File: config.mk
export PLATFORM = sky130hd
export DESIGN_NAME = pkt_buffer_writer
export DESIGN_NICKNAME = d
export VERILOG_FILES = /design/src/rtl/pkt_buffer_writer.sv
export SDC_FILE = /design/constraint.sdc
export NUM_CORES = 1
export LEC_CHECK = 0
export ABC_AREA = 1
export BUFFER_PORTS_ARGS = -buffer_cell sky130_fd_sc_hd__buf_2
export CELL_PAD_IN_SITES_DETAIL_PLACEMENT = 1
export CELL_PAD_IN_SITES_GLOBAL_PLACEMENT = 1
export CORE_AREA = 2 2 444 446
export CTS_CLUSTER_DIAMETER = 50
export DETAILED_ROUTE_END_ITERATION = 10
export DIE_AREA = 0 0 446 448
export GPL_ROUTABILITY_DRIVEN = 0
export PLACE_DENSITY_LB_ADDON = 0.25
export SLEW_MARGIN = 20
export SYNTH_ARGS = -nofsm -noshare
export SYNTH_HDL_FRONTEND = slang
export SYNTH_SLANG_ARGS = --single-unit
File: constraint.sdc
create_clock -name clk -period 2.1 [get_ports clk]
set_input_delay 0.21 -clock clk [delete_from_list [all_inputs] [get_ports clk]]
set_output_delay 0.21 -clock clk [all_outputs]
set_load 0.005 [all_outputs]
File: src/rtl/pkt_buffer_writer.sv
// Packet-buffer ingress writer: binds a free ID to each packet, stores flits at {id, idx}, emits one metadata record per packet.
// Writes land one cycle after acceptance; ingress stalls while no ID is held or an undrained record would be overwritten.
`timescale 1ns/1ps

package pkt_buffer_writer_pkg;
  typedef struct packed {
    logic         sop;
    logic         eop;
    logic [5:0]   empty;
    logic [511:0] data;
  } flit_t;
endpackage

module pkt_buffer_writer
  import pkt_buffer_writer_pkg::*;
#(
  parameter int PKT_AWIDTH    = 12,
  parameter int MAX_FLITS     = 32,
  parameter int PKTBUF_AWIDTH = PKT_AWIDTH + 5
) (
  input  logic                     clk,
  input  logic                     rst_n,
  input  logic                     in_valid,
  input  logic                     in_sop,
  input  logic                     in_eop,
  input  logic [511:0]             in_data,
  input  logic [5:0]               in_empty,
  output logic                     in_ready,
  input  logic                     emptylist_out_valid,
  input  logic [PKT_AWIDTH-1:0]    emptylist_out_data,
  output logic                     emptylist_out_ready,
  output logic                     pkt_buffer_write,
  output logic [PKTBUF_AWIDTH-1:0] pkt_buffer_address,
  output flit_t                    pkt_buffer_writedata,
  output logic                     meta_valid,
  output logic [PKT_AWIDTH-1:0]    meta_pktID,
  output logic [5:0]               meta_flits,
  output logic [15:0]              meta_len,
  output logic                     meta_trunc,
  input  logic                     meta_ready,
  output logic [15:0]              err_cnt
);

  typedef enum logic [1:0] {NO_ID, HAVE_ID, IN_PKT} state_e;

  state_e                   state_q, state_d;
  logic [PKT_AWIDTH-1:0]    pkt_id_q;
  logic [5:0]               flit_cnt_q, flit_cnt_d;
  logic                     trunc_q, trunc_d;
  logic                     write_q, write_d;
  logic [4:0]               flit_idx_d;
  logic [PKTBUF_AWIDTH-1:0] addr_q;
  flit_t                    wdata_q;
  logic                     meta_valid_q;
  logic [PKT_AWIDTH-1:0]    meta_pktid_q;
  logic [5:0]               meta_flits_q;
  logic [15:0]              meta_len_q, meta_len_d;
  logic                     meta_trunc_q;
  logic [15:0]              err_cnt_q;
  logic                     accept, close_pkt, err_inc, meta_free, room;

  assign meta_free = !meta_valid_q || meta_ready;
  assign accept    = in_valid && in_ready;
  assign room      = flit_cnt_q < 6'(MAX_FLITS);

  always_ff @(posedge clk or negedge rst_n) begin
    if (!rst_n) state_q <= NO_ID;
    else        state_q <= state_d;
  end

  always_comb begin
    state_d = state_q;
    case (state_q)
      NO_ID:   if (emptylist_out_valid) state_d = HAVE_ID;
      HAVE_ID: if (accept && in_sop) state_d = in_eop ? NO_ID : IN_PKT;
      IN_PKT:  if (accept && in_eop) state_d = NO_ID;
      default: state_d = NO_ID;
    endcase
  end

  // Pop is gated by rst_n so every output reads 0 while reset is held.
  always_comb begin
    in_ready            = (state_q == HAVE_ID || state_q == IN_PKT) && meta_free;
    emptylist_out_ready = rst_n && (state_q == NO_ID) && emptylist_out_valid;
  end

  always_comb begin
    write_d    = 1'b0;
    flit_idx_d = '0;
    close_pkt  = 1'b0;
    err_inc    = 1'b0;
    flit_cnt_d = flit_cnt_q;
    trunc_d    = trunc_q;
    case (state_q)
      HAVE_ID: if (accept) begin
        if (in_sop) begin
          write_d    = 1'b1;
          flit_cnt_d = 6'd1;
          trunc_d    = 1'b0;
          close_pkt  = in_eop;
        end else begin
          err_inc = 1'b1;
        end
      end
      IN_PKT: if (accept) begin
        if (room) begin
          write_d    = 1'b1;
          flit_idx_d = flit_cnt_q[4:0];
          flit_cnt_d = flit_cnt_q + 6'd1;
        end else begin
          trunc_d = 1'b1;
        end
        err_inc   = in_sop;
        close_pkt = in_eop;
      end
      default: ;
    endcase
  end

  // A truncated packet never stored its EOP flit, so its empty bytes do not apply.
  assign meta_len_d = {4'd0, flit_cnt_d, 6'd0} - {10'd0, (trunc_d ? 6'd0 : in_empty)};

  always_ff @(posedge clk or negedge rst_n) begin
    if (!rst_n) begin
      pkt_id_q     <= '0;
      flit_cnt_q   <= '0;
      trunc_q      <= 1'b0;
      write_q      <= 1'b0;
      addr_q       <= '0;
      wdata_q      <= '0;
      meta_valid_q <= 1'b0;
      meta_pktid_q <= '0;
      meta_flits_q <= '0;
      meta_len_q   <= '0;
      meta_trunc_q <= 1'b0;
      err_cnt_q    <= '0;
    end else begin
      if (state_q == NO_ID && emptylist_out_valid) pkt_id_q <= emptylist_out_data;
      flit_cnt_q <= flit_cnt_d;
      trunc_q    <= trunc_d;
      write_q    <= write_d;
      if (write_d) begin
        addr_q  <= {pkt_id_q, flit_idx_d};
        wdata_q <= '{sop: in_sop, eop: in_eop, empty: in_empty, data: in_data};
      end
      if (close_pkt) begin
        meta_valid_q <= 1'b1;
        meta_pktid_q <= pkt_id_q;
        meta_flits_q <= flit_cnt_d;
        meta_len_q   <= meta_len_d;
        meta_trunc_q <= trunc_d;
      end else if (meta_ready) begin
        meta_valid_q <= 1'b0;
      end
      if (err_inc && err_cnt_q != 16'hFFFF) err_cnt_q <= err_cnt_q + 16'd1;
    end
  end

  assign pkt_buffer_write     = write_q;
  assign pkt_buffer_address   = addr_q;
  assign pkt_buffer_writedata = wdata_q;
  assign meta_valid           = meta_valid_q;
  assign meta_pktID           = meta_pktid_q;
  assign meta_flits           = meta_flits_q;
  assign meta_len             = meta_len_q;
  assign meta_trunc           = meta_trunc_q;
  assign err_cnt              = err_cnt_q;

endmodule

==> metrics.csv <==
metric;value;unit
outcome;finished, violations left;
violations;negative setup slack;
fin_tns_setup;-58.07;ns
die-area;0.200;mm^2
min_period;2.28;ns
grtUsageMet2;0.194;
final_common_cell;buf_2;
timing.hold.ws;0.124;ns
clock_sinks;608;
die_w;446;um
dp_hpwl;96200;um
relSlewSlack;0.513;
rsz0062_at_grt;yes;
yosysWarnings;0;
syn_nets;2082;
grt_pass1_wl;167000;um
ys_seq_area_frac;0.635;
grt_util_all_layers;0.117;
hp-class;input pin to register;
drc;0;
postSynthCellCount;1538;
drv_cap;0;
rr_worst_depth;11;
synth_area_per_cell;15.6;um^2
path_clk_slew;0.05;ns
fillers;22000;
start_kind;register;
use_met1;0.137;
finalCritPeriodShare;1.09;
clkLatencyLatePin;0.72;ns
final_cell_mix;buf_2 (1127), dfrtp_1 (608), dlygate4sd3_1 (538);
worst_slew_pin_slew;0.728;ns
slew_viol_final;0;
grt_start_max_net_pins;67;
floorplan.initialDensity;0.123;
wl_per_cell;21.0;um
portBuffers;1128;
core_region_area;0.195;mm^2
htree_num_levels;3;
final_area;0.0444;mm^2
skew;0.0310;ns
wl;127000;um
end_kind;register;
cts_buffers;102;
grt_pass1_vias;22200;
setup_ws;-0.183;ns
first_iter_violations;724;
hold_depth;5;
vias_per_cell;3.37;
cts_tree;built;
use_met3;0.0412;
power.leakage;21.0;nW
fp-row-count;162;
nets;3968;
setup_violations;503;
antenna_found_initial;29;
dr.pass1.iters;5;
vdd_drop_max;659;uV
p_per_area;1380;mW/mm^2
cp.arrival;2.86;ns
syn2layout_area_growth;85.2;%
vias;20400;
clockRootBuffer;clkbuf_16;
synth_area;0.0240;mm^2
max_freq;438;MHz
gr-max-usage-layer;met2;
worstSetupPathType;register to register;
drtAntennaViolNets;0;
cts_max_path_buffers;3;
yosys_register_bits;608;
worstPathRequired;2.68;ns
synth_cell_types;44;
place_area;0.0334;mm^2
gr-total-overflow;0;
worst-path-max-fanout;8;
drive_gt1_frac;0.584;
ios;1129;
die_y;448;um
hold_viol;0;
registers in the layout, summed over array words and instances, names as in the netlist, 6 cells and up:
signal	count
err_cnt	16
pkt_buffer_writedata	520
pkt_buffer_address	17
pkt_id_q	12
meta_flits	6
meta_pktID	12
flit_cnt_q	6
meta_len	13
critical path, cell delays in order, from the launching register on:
cell and delay [ns]:
dfrtp_1 0.35, inv_2 0.06, ha_4 0.29, buf_12 0.11, nand4_4 0.11, nor2_4 0.16
inv_4 0.06, nand2_8 0.12, buf_12 0.16, clkbuf_16 0.22, clkbuf_16 0.19, mux2_4 0.29
power breakdown:
group / internal (W) / switching (W) / leakage, nW
registers: 0.0174 / 0.00368 / 7.41
clock network: 0.0116 / 0.00654 / 1.80
logic: 0.0122 / 0.00965 / 11.7
cell usage after synthesis (all sizes together):
cell type,n,area share
nand3,34,0.0084
o22ai,1,0.00026
nand3b,2,0.00063
nand4,10,0.0029
o21ai,25,0.0054
nor2,31,0.0057
ha,7,0.0037
a21oi,9,0.0020
clkbuf,6,0.00094
o21bai,1,0.00031
nor3,5,0.0013
buf,65,0.028
a21o,1,0.00031
nor4,2,0.00052
o21a,1,0.00031
xnor2,6,0.0022
mux2,543,0.27
a31oi,1,0.00026
inv,35,0.0056
xor2,13,0.0048
nand2,130,0.021
o211ai,1,0.00031
dfrtp,608,0.63
o31ai,1,0.00031
metal layers:
layer / routed length [um] / up-vias
li1: - / 9184
met1: 51400 / 10300
met2: 61600 / 744
met3: 9680 / 200
met4: 4410 / 6
met5: 50 / -
cell type report:
type,instances,area (um^2),area share
flip-flops and latches,608,15200,0.343
repair buffers,1853,13600,0.307
multi-input cells,824,8530,0.192
well taps,2542,3180,0.0717
clock buffers,132,2900,0.0653
clock inverters,54,774,0.0174
inverters,35,141,0.00319
diodes,15,37.5,0.000846
metrics by stage:
step / total power [W] / util / setup slack [ns] / instances
3_5_place_dp: 0.0405 / 0.172 / -0.218 / 5263
4_1_cts: 0.0604 / 0.219 / -0.187 / 5992
2_1_floorplan: 0.0286 / - / 0.00845 / 1538
3_3_place_gp: 0.0403 / 0.172 / -0.228 / 5263
5_1_grt: 0.0646 / 0.228 / -0.281 / 6055
6_report: 0.0611 / 0.228 / -0.183 / 6063
cell families after synthesis:
logic type	after synthesis	synth area share
DFF	608	0.635
muxes	543	0.271
and+or+nand+nor	214	0.0402
buffers and inverters	106	0.0340
AOI/OAI and AO/OA	41	0.00950
xor gates and xnor gates	19	0.00694
adders and majority gates	7	0.00365
path summary, 6_finish.rpt:
check	to	slack (ns)	start
max in group asynchronous	pkt_buffer_writedata[53]$_DFFE_PN0P_	0.54	rst_n
setup / recovery	pkt_buffer_writedata[337]$_DFFE_PN0P_	-0.18	state_q[1]$_DFFE_PN0P_
min in group asynchronous	pkt_buffer_writedata[285]$_DFFE_PN0P_	0.43	rst_n
hold reg to reg	meta_pktID[11]$_DFFE_PN0P_	0.47	meta_pktID[11]$_DFFE_PN0P_
setup reg to reg	pkt_buffer_writedata[337]$_DFFE_PN0P_	-0.18	state_q[1]$_DFFE_PN0P_
hold / removal	meta_pktID[11]$_DFFE_PN0P_	0.12	in_sop
timing repair:
action | 4_1_cts | 5_1_grt
endpoints found under the setup margin | 529 | 574
setup buffers | 6 | 27
hold buffers | 538 | 0
hold endpoints to repair | 1054 | 0
pin swaps | 9 | 18
gates cloned | 0 | 30
resized for setup | 29 | 195
Power figures use the tool's default switching activity.
